## src/rtl/psram_xfer_sched.sv

```systemverilog
// PSRAM transaction scheduler: arbitrates two requesters and emits CMD/ADDR/WAIT/DATA beats to the PHY.
// Optional build macro PSRAM_SCHED_RR_EN selects round-robin arbitration (default: fixed priority, port 0 first).
module psram_xfer_sched #(
  parameter int ADDR_WIDTH = 24,
  parameter int LEN_WIDTH  = 8
) (
  input  logic                    clk_i,
  input  logic                    rst_n_i,
  input  logic                    cfg_en_i,
  input  logic [7:0]              cfg_rdc_i,
  input  logic [7:0]              cfg_wrc_i,
  input  logic [7:0]              cfg_rdw_i,
  input  logic [7:0]              cfg_wrw_i,
  input  logic [1:0]              req_valid_i,
  output logic [1:0]              req_ready_o,
  input  logic [1:0]              req_we_i,
  input  logic [2*ADDR_WIDTH-1:0] req_addr_i,
  input  logic [2*LEN_WIDTH-1:0]  req_len_i,
  output logic                    phy_valid_o,
  input  logic                    phy_ready_i,
  output logic [1:0]              phy_phase_o,
  output logic [7:0]              phy_byte_o,
  output logic                    phy_last_o,
  output logic                    phy_ce_o,
  output logic [1:0]              gnt_o,
  output logic                    busy_o,
  output logic                    done_o,
  output logic [2:0]              dbg_state_o
);
  localparam int NAB = ADDR_WIDTH / 8;
  localparam int CW  = LEN_WIDTH + 1;

  localparam logic [2:0] S_IDLE = 3'd0;
  localparam logic [2:0] S_CMD  = 3'd1;
  localparam logic [2:0] S_ADDR = 3'd2;
  localparam logic [2:0] S_WAIT = 3'd3;
  localparam logic [2:0] S_DATA = 3'd4;
  localparam logic [2:0] S_END  = 3'd5;

  // Handshakes: a request is accepted in the cycle req_valid_i & req_ready_o are both high;
  // a PHY beat completes in the cycle phy_valid_o & phy_ready_i are both high, and beat
  // outputs hold steady until then.
  logic [2:0]            r_state;
  logic [1:0]            r_gnt;
  logic [ADDR_WIDTH-1:0] r_addr;
  logic [LEN_WIDTH-1:0]  r_len;
  logic [7:0]            r_op;
  logic [7:0]            r_wcnt;
  logic [CW-1:0]         r_cnt;

  logic                  w_grant;
  logic                  w_win;
  logic                  w_beat;
  logic                  w_active;
  logic                  w_we_sel;
  logic                  w_addr_last;
  logic                  w_data_last;
  logic [ADDR_WIDTH-1:0] w_addr_sel;
  logic [LEN_WIDTH-1:0]  w_len_sel;
  logic [7:0]            w_addr_byte;

`ifdef PSRAM_SCHED_RR_EN
  // r_ptr names the port that wins a tie; it flips to the other port on every grant.
  logic r_ptr;
  assign w_win = (&req_valid_i) ? r_ptr : req_valid_i[1];

  always_ff @(posedge clk_i or negedge rst_n_i) begin
    if (!rst_n_i)     r_ptr <= 1'b0;
    else if (w_grant) r_ptr <= ~w_win;
  end
`else
  assign w_win = ~req_valid_i[0];
`endif

  assign w_grant     = (r_state == S_IDLE) & cfg_en_i & (|req_valid_i);
  assign w_we_sel    = req_we_i[w_win];
  assign w_addr_sel  = w_win ? req_addr_i[2*ADDR_WIDTH-1:ADDR_WIDTH] : req_addr_i[ADDR_WIDTH-1:0];
  assign w_len_sel   = w_win ? req_len_i[2*LEN_WIDTH-1:LEN_WIDTH] : req_len_i[LEN_WIDTH-1:0];
  assign req_ready_o = w_grant ? (w_win ? 2'b10 : 2'b01) : 2'b00;

  assign w_active    = (r_state == S_CMD) | (r_state == S_ADDR) |
                       (r_state == S_WAIT) | (r_state == S_DATA);
  assign w_beat      = phy_valid_o & phy_ready_i;
  assign w_addr_last = (r_cnt == CW'(NAB - 1));
  assign w_data_last = (r_cnt == {1'b0, r_len});

  assign phy_valid_o = w_active;
  assign phy_ce_o    = ~w_active;
  assign phy_last_o  = (r_state == S_DATA) & w_data_last;
  assign gnt_o       = r_gnt;
  assign busy_o      = (r_state != S_IDLE);
  assign done_o      = (r_state == S_END);
  assign dbg_state_o = r_state;

  // Address beats go out MSB byte first: beat 0 carries the top byte.
  always_comb begin
    w_addr_byte = 8'h00;
    for (int i = 0; i < NAB; i++) begin
      if (r_cnt == CW'(NAB - 1 - i)) w_addr_byte = r_addr[i*8 +: 8];
    end
  end

  always_comb begin
    phy_phase_o = 2'b00;
    phy_byte_o  = 8'h00;
    case (r_state)
      S_CMD:  phy_byte_o  = r_op;
      S_ADDR: begin
        phy_phase_o = 2'b01;
        phy_byte_o  = w_addr_byte;
      end
      S_WAIT: phy_phase_o = 2'b10;
      S_DATA: phy_phase_o = 2'b11;
      default: ;
    endcase
  end

  always_ff @(posedge clk_i or negedge rst_n_i) begin
    if (!rst_n_i) begin
      r_state <= S_IDLE;
      r_gnt   <= 2'b00;
      r_addr  <= '0;
      r_len   <= '0;
      r_op    <= 8'h00;
      r_wcnt  <= 8'h00;
      r_cnt   <= '0;
    end else begin
      case (r_state)
        S_IDLE: if (w_grant) begin
          r_state <= S_CMD;
          r_gnt   <= w_win ? 2'b10 : 2'b01;
          r_addr  <= {w_addr_sel[ADDR_WIDTH-1:1], 1'b0};
          // Writes move at least two bytes.
          r_len   <= (w_we_sel && w_len_sel == '0) ? LEN_WIDTH'(1) : w_len_sel;
          r_op    <= w_we_sel ? cfg_wrc_i : cfg_rdc_i;
          r_wcnt  <= w_we_sel ? cfg_wrw_i : cfg_rdw_i;
          r_cnt   <= '0;
        end
        S_CMD: if (w_beat) begin
          r_state <= S_ADDR;
          r_cnt   <= '0;
        end
        S_ADDR: if (w_beat) begin
          if (w_addr_last) begin
            r_state <= (r_wcnt == 8'h00) ? S_DATA : S_WAIT;
            r_cnt   <= '0;
          end else begin
            r_cnt   <= r_cnt + CW'(1);
          end
        end
        S_WAIT: if (w_beat) begin
          r_wcnt <= r_wcnt - 8'h01;
          if (r_wcnt == 8'h01) r_state <= S_DATA;
        end
        S_DATA: if (w_beat) begin
          if (w_data_last) begin
            r_state <= S_END;
            r_gnt   <= 2'b00;
          end else begin
            r_cnt   <= r_cnt + CW'(1);
          end
        end
        S_END:   r_state <= S_IDLE;
        default: r_state <= S_IDLE;
      endcase
    end
  end
endmodule
```

## config.mk

```make
export PLATFORM = sky130hd
export DESIGN_NAME = psram_xfer_sched
export DESIGN_NICKNAME = d
export VERILOG_FILES = /design/src/rtl/psram_xfer_sched.sv
export SDC_FILE = /design/constraint.sdc
export NUM_CORES = 1
export LEC_CHECK = 0
export ABC_CLOCK_PERIOD_IN_PS = 4900
export CAP_MARGIN = 20
export CORE_MARGIN = 2
export CORE_UTILIZATION = 50
export DETAILED_ROUTE_END_ITERATION = 10
export PLACE_DENSITY = 0.91
export SLEW_MARGIN = 20
export SYNTH_ARGS = -nofsm -noshare
export SYNTH_HDL_FRONTEND = slang
export SYNTH_SLANG_ARGS = --single-unit
export TNS_END_PERCENT = 30
```

## constraint.sdc

```tcl
create_clock -name clk_i -period 4.9 [get_ports clk_i]
set_input_delay 0.98 -clock clk_i [delete_from_list [all_inputs] [get_ports clk_i]]
set_output_delay 0.98 -clock clk_i [all_outputs]
set_load 0.1 [all_outputs]
```

======== Yosys cells after proc, flatten, opt, wreduce, memory -nomap -nowiden ========
Index checks and enable logic that the tools add are counted.
operators by class
  add/sub/neg operators ................... 2
  multiply operators ...................... 0
  div/mod/pow operators ................... 0
  $lt $le $gt $ge ......................... 1
  equality and inequality tests ........... 18
  shift-type cells ........................ 0
  multiplexer cells ....................... 38
  bitwise operators ....................... 9
  reduce and logical (&&, ||, !) cells .... 15
operator list
  kind                                              count
  2-to-1 mux 8 bit                                  9
  2-to-1 mux 9 bit                                  6
  case mux 9 bit (4 select lines)                   1
  case mux 8 bit (2 select lines)                   2
  2-to-1 mux 3 bit                                  9
  2-to-1 mux 24 bit                                 1
  logical NOT 8 bit                                 2
  != test 2 bit, second input constant              8
  case mux 3 bit (5 select lines)                   1
  2-to-1 mux 2 bit                                  5
  adder 9 x 1 -> 9 bit, second input constant       1
  == test 9 x 1 -> 1 bit, second input constant     1
  == test 9 x 2 -> 1 bit, second input constant     1
  == test 9 x 8 -> 1 bit                            1
  logical NOT 9 bit                                 1
  == test 8 x 1 -> 1 bit, second input constant     1
  AND reduction 8 bit                               1
  subtractor 8 x 1 -> 8 bit, second input constant  1
  == test 3 x 2 -> 1 bit, second input constant     2
  == test 3 bit, second input constant              2
  case mux 2 bit (3 select lines)                   1
  AND reduction 6 bit                               1
  AND 1 bit                                         4
  case mux 2 bit (2 select lines)                   1
  15 further kinds                                  20
storage, ports and cells
  flip-flop bits (word level) ............. 61
  bits in latches ......................... 0
  RAM bits ................................ 0
  memory bits (read-only) ................. 0
  bits of input ports ..................... 104
  logic and storage cells ................. 90
  memories ................................ 0

======== Longest topological paths before layout ========
  word-level depth ........................ 7
  depth in mapped cells ................... 9
  depth with buffers taken out ............ 8

======== Worst setup path after synthesis ========
Ideal clock, no wire load.
  path type ............................... register -> output
  start point ............................. reg r_state[1] (netlist: dbg_state_o[1])
  end point ............................... out phy_byte_o[1]
  arrival time ............................ 3,831 ps
  path slack .............................. 89 ps
  stages on the path, launching flop included .. 4
  buffers on the path ..................... 0
  path through ............................ dfrtp_1 -> nor3b_2 -> nand2_1 -> o31ai_1
on the way
  word-level cells in the longest chain between the ends .. 2
  elaborated cells on any way between the ends .. 3
  classes of those cells .................. eq/ne (2); mux (1)
RTL lines
  item                                                                     line  text
  from (decl)                                                              43    logic [2:0] r_state;
  from (signal assigned)                                                   145   r_state <= (r_wcnt == 8'h00) ? S_DATA : S_WAIT;
  == test 3 x 2 -> 1 bit / == test 3 x 1 -> 1 bit (equally long branches)  106   case (r_state)
  case mux 8 bit (2 select lines) *                                        106
  to (decl)                                                                22    output logic [7:0] phy_byte_o,
Mark *: on every way between the ends. The rest lies on a longest branch, timed or not.

======== Worst setup path after layout ========
  start point ............................. reg r_cnt[6]
  end point ............................... out phy_last_o
on the way
  word-level cells in the longest chain between the ends .. 2
RTL lines
  item                    line  text
  from (decl)             49    logic [CW-1:0] r_cnt;
  from (signal assigned)  148   r_cnt <= r_cnt + CW'(1);
  from (signal assigned)  160   r_cnt <= r_cnt + CW'(1);
  == test 9 x 8 -> 1 bit  85    assign w_data_last = (r_cnt == {1'b0, r_len});
  AND 1 bit               89    assign phy_last_o = (r_state == S_DATA) & w_data_last;
  to (decl)               23    output logic phy_last_o,
No other way between the ends.

==> flow_summary_export.csv <==
group,metric,value,unit
worst_setup_path,cp.required,3.92,ns
detailed_routing,ant_nets,0,
global_routing,antenna_found_initial,0,
synth,synth-xor-area-share,1.36,%
sta,holdWs,0.485,ns
clock_network,htreeDepth,3,
synth,synthAdderAreaFrac,2.33,%
detailed_routing,wl_met3,698,um
detailed_routing,drc,0,
sta,slew_headroom,33.2,%
placed_design,dpl.hpwl,7890,um
clock_network,post_cts_resized,0,
synth,synth.area.mux_share,7.15,%
status,status,"complete, no violations",
worst_setup_path,cp-start-kind,"register",
cells_and_area,final_common_cell,"clkdlybuf4s50_1",
sta,finalClockSkew,0.00503,ns
sta,drv_slew,0,
global_routing,grt_pass1_vias,3633,
global_routing,grt_pass1_wl,17400,um
cells_and_area,ff_latch_area,0.00153,mm^2
synth,synth_edf_count,0,
cells_and_area,multi_input_area,0.00206,mm^2
power,pwr_density_cell,630,mW/mm^2
synth,async_reset_ff_share,100,%
cells_and_area,most-common-layout-cells,"112 x clkdlybuf4s50_1, 61 x dfrtp_1, 44 x nand2_1",
sta,hold_viol,0,
synth,syn_nets,511,
synth,synth-main-ff-cell,"dfrtp_1",
sta,fin_crit,4.06,ns
synth,synth.top_cell.area_share,40.6,%
synth,yosysWarnings,0,
synth,synth_top_family_by_area,"compound AO/OA/AOI/OAI gates",
sta,fin_crit_sh,82.8,%
clock_network,post-cts-setup-buffer-count,0,
synth,synth_simple_gate_area_share,20.9,%
worst_setup_path,end_kind,"primary output",
detailed_routing,met2_length,5250,um
global_routing,grt_max_degree,82,
cells_and_area,fin_util,72.5,%
synth,avgSynthCellArea,9.41,um^2
detailed_routing,dr_total_vias,3651,
synth,seq_area_frac_synth,40.6,%
cells_and_area,final_layout_size_suffix_gt1_share,9.71,%
detailed_routing,via_per_inst,5.95,
synth,synth_area_leader_cell,"dfrtp_1",
clock_network,hold_buffers,0,
worst_setup_path,crit_path_max_fanout,8,
clock_network,numCtsBuffers,9,
cells_and_area,nNetsFinal,621,
detailed_routing,highest_layer,"met4",
placed_design,io_buffers,123,
detailed_routing,wl,10800,um
worst_setup_path,r2r_slack,2.39,ns
clock_network,ctsLongestPathBuffers,2,
cells_and_area,fillCellCount,551,
synth,synth_area_leaders,"dfrtp_1 41%, a221o_1 6.1%, mux2i_1 5.6%",
detailed_routing,wl_per_cell,17.5,um
hold_path,hold_path_class,"reg -> reg",
synth,synth_cell_types,58,
die,rows,31,
detailed_routing,drt_pass1_iterations,6,
cells_and_area,diodes,0,
detailed_routing,wirelength_met1,4480,um
die,dieArea,0.00824,mm^2
sta,fin_tns_setup,0,ns
power,leakage,2.20,nW
worst_setup_path,crit_type,"reg -> out",
placed_design,gp_congestion,0.876,
synth,synth-seq-cells,61,
clock_network,cts-root-buf,"clkbuf_8",
cells_and_area,area_growth,39.6,%
worst_setup_path,arrival,3.08,ns
run,maxCapViolations,0,
power,power.total,3.31,mW
clock_network,cts.sinks,61,
power,ir_drop,405,uV
die,die_h,90.8,um
sta,rsz0062_at_grt,"false",
global_routing,grt-ovfl-total,0,
global_routing,track_usage,26.2,%
die,coreArea,0.00725,mm^2
synth,synth_compound_area_share,23.0,%
die,start_util,51.9,%
synth,synth_cells,400,
clock_network,cts_tree,"yes",
synth,netlist_area,0.00376,mm^2
die,die_w,90.8,um
detailed_routing,drtIter0Drc,275,
sta,fmax,0.247,GHz
sta,worst_slew_pin_slew,0.999,ns
clock_network,path_clk_slew,0.07,ns
clock_network,clk_latency,0.34,ns
sta,setup_viol,0,
die,ios,126,
## cells in the mapped netlist (3+ instances only)
library cell  count
a221oi_1          5
o31ai_1           9
mux2i_1          21
clkbuf_1         15
and3_1            3
nand2_1          44
nor4_1            3
inv_1            10
nand2b_1          5
o21ai_1          10
nand3_1          12
a211oi_1          4
ha_1              7
xnor2_1           4
dfrtp_1          61
mux2_2            4
nor3b_1          25
nor2b_1           4
buf_2             7
nor3_1            4
nor2_1           24
nor4bb_1          3
o21ai_0          30
buf_1             4
a221o_1          23
buf_6             3
a21oi_1          14
a21o_1            6
## sequential cells by signal (all words and copies together), names as in the netlist
signal / flops
r_wcnt: 8
r_cnt: 9
gnt_o: 2
r_addr: 23
r_op: 8
dbg_state_o: 3
r_len: 8
## final timing paths
check	startpoint	end	depth (start not counted)
max	r_cnt[6]	phy_last_o	5
min reg2reg	r_op[4]	r_op[4]	2
min	r_op[4]	r_op[4]	2
min in group asynchronous	rst_n_i	r_len[3]	2
max in group asynchronous	rst_n_i	r_cnt[3]	2
max reg2reg	r_cnt[0]	r_cnt[4]	7
## through the flow
step                cell area, um^2  cells  setup slack, ns
detailed placement             5010    598             1.21
floorplan                      3760    400           0.0889
CTS                            5250    614            0.832
finish                         5260    614            0.844
global route                   5260    614            0.771
global placement               5010    598             1.24
## cell families after synthesis
group           Yosys count
simple gates            143
compound gates          119
flops                    61
buf+inv                  39
mux                      26
fa+ha+maj                 7
xor+xnor                  5
## routing by layer
layer  track usage, %  vias up
li1                 -     1703
met1             33.7     1749
met2             43.8      174
met3             4.01       25
met4             11.8        0
met5                0        -
## critical path, cell delays in order, from the launching register on
cell             delay [ns]
dfrtp_1                0.49
xnor2_2                0.20
nand3_1                0.10
or4_4                  0.55
nor3_2                 0.22
clkdlybuf4s50_1        1.17
## power breakdown
part           switching (mW)  internal, mW  total [mW]
combinational            1.26         0.584        1.85
sequential              0.204         0.718       0.922
clock                   0.206         0.338       0.544
## layout make-up
cell class                      instances  share of cell area (%)
Inverter                               10                   0.714
Clock buffer                           10                    2.43
Timing Repair Buffer                  128                    24.0
Sequential cell                        61                    29.0
Clock inverter                          6                    2.12
Multi-Input combinational cell        300                    39.3
Tap cell                               99                    2.36
Power figures use the tool's default switching activity.
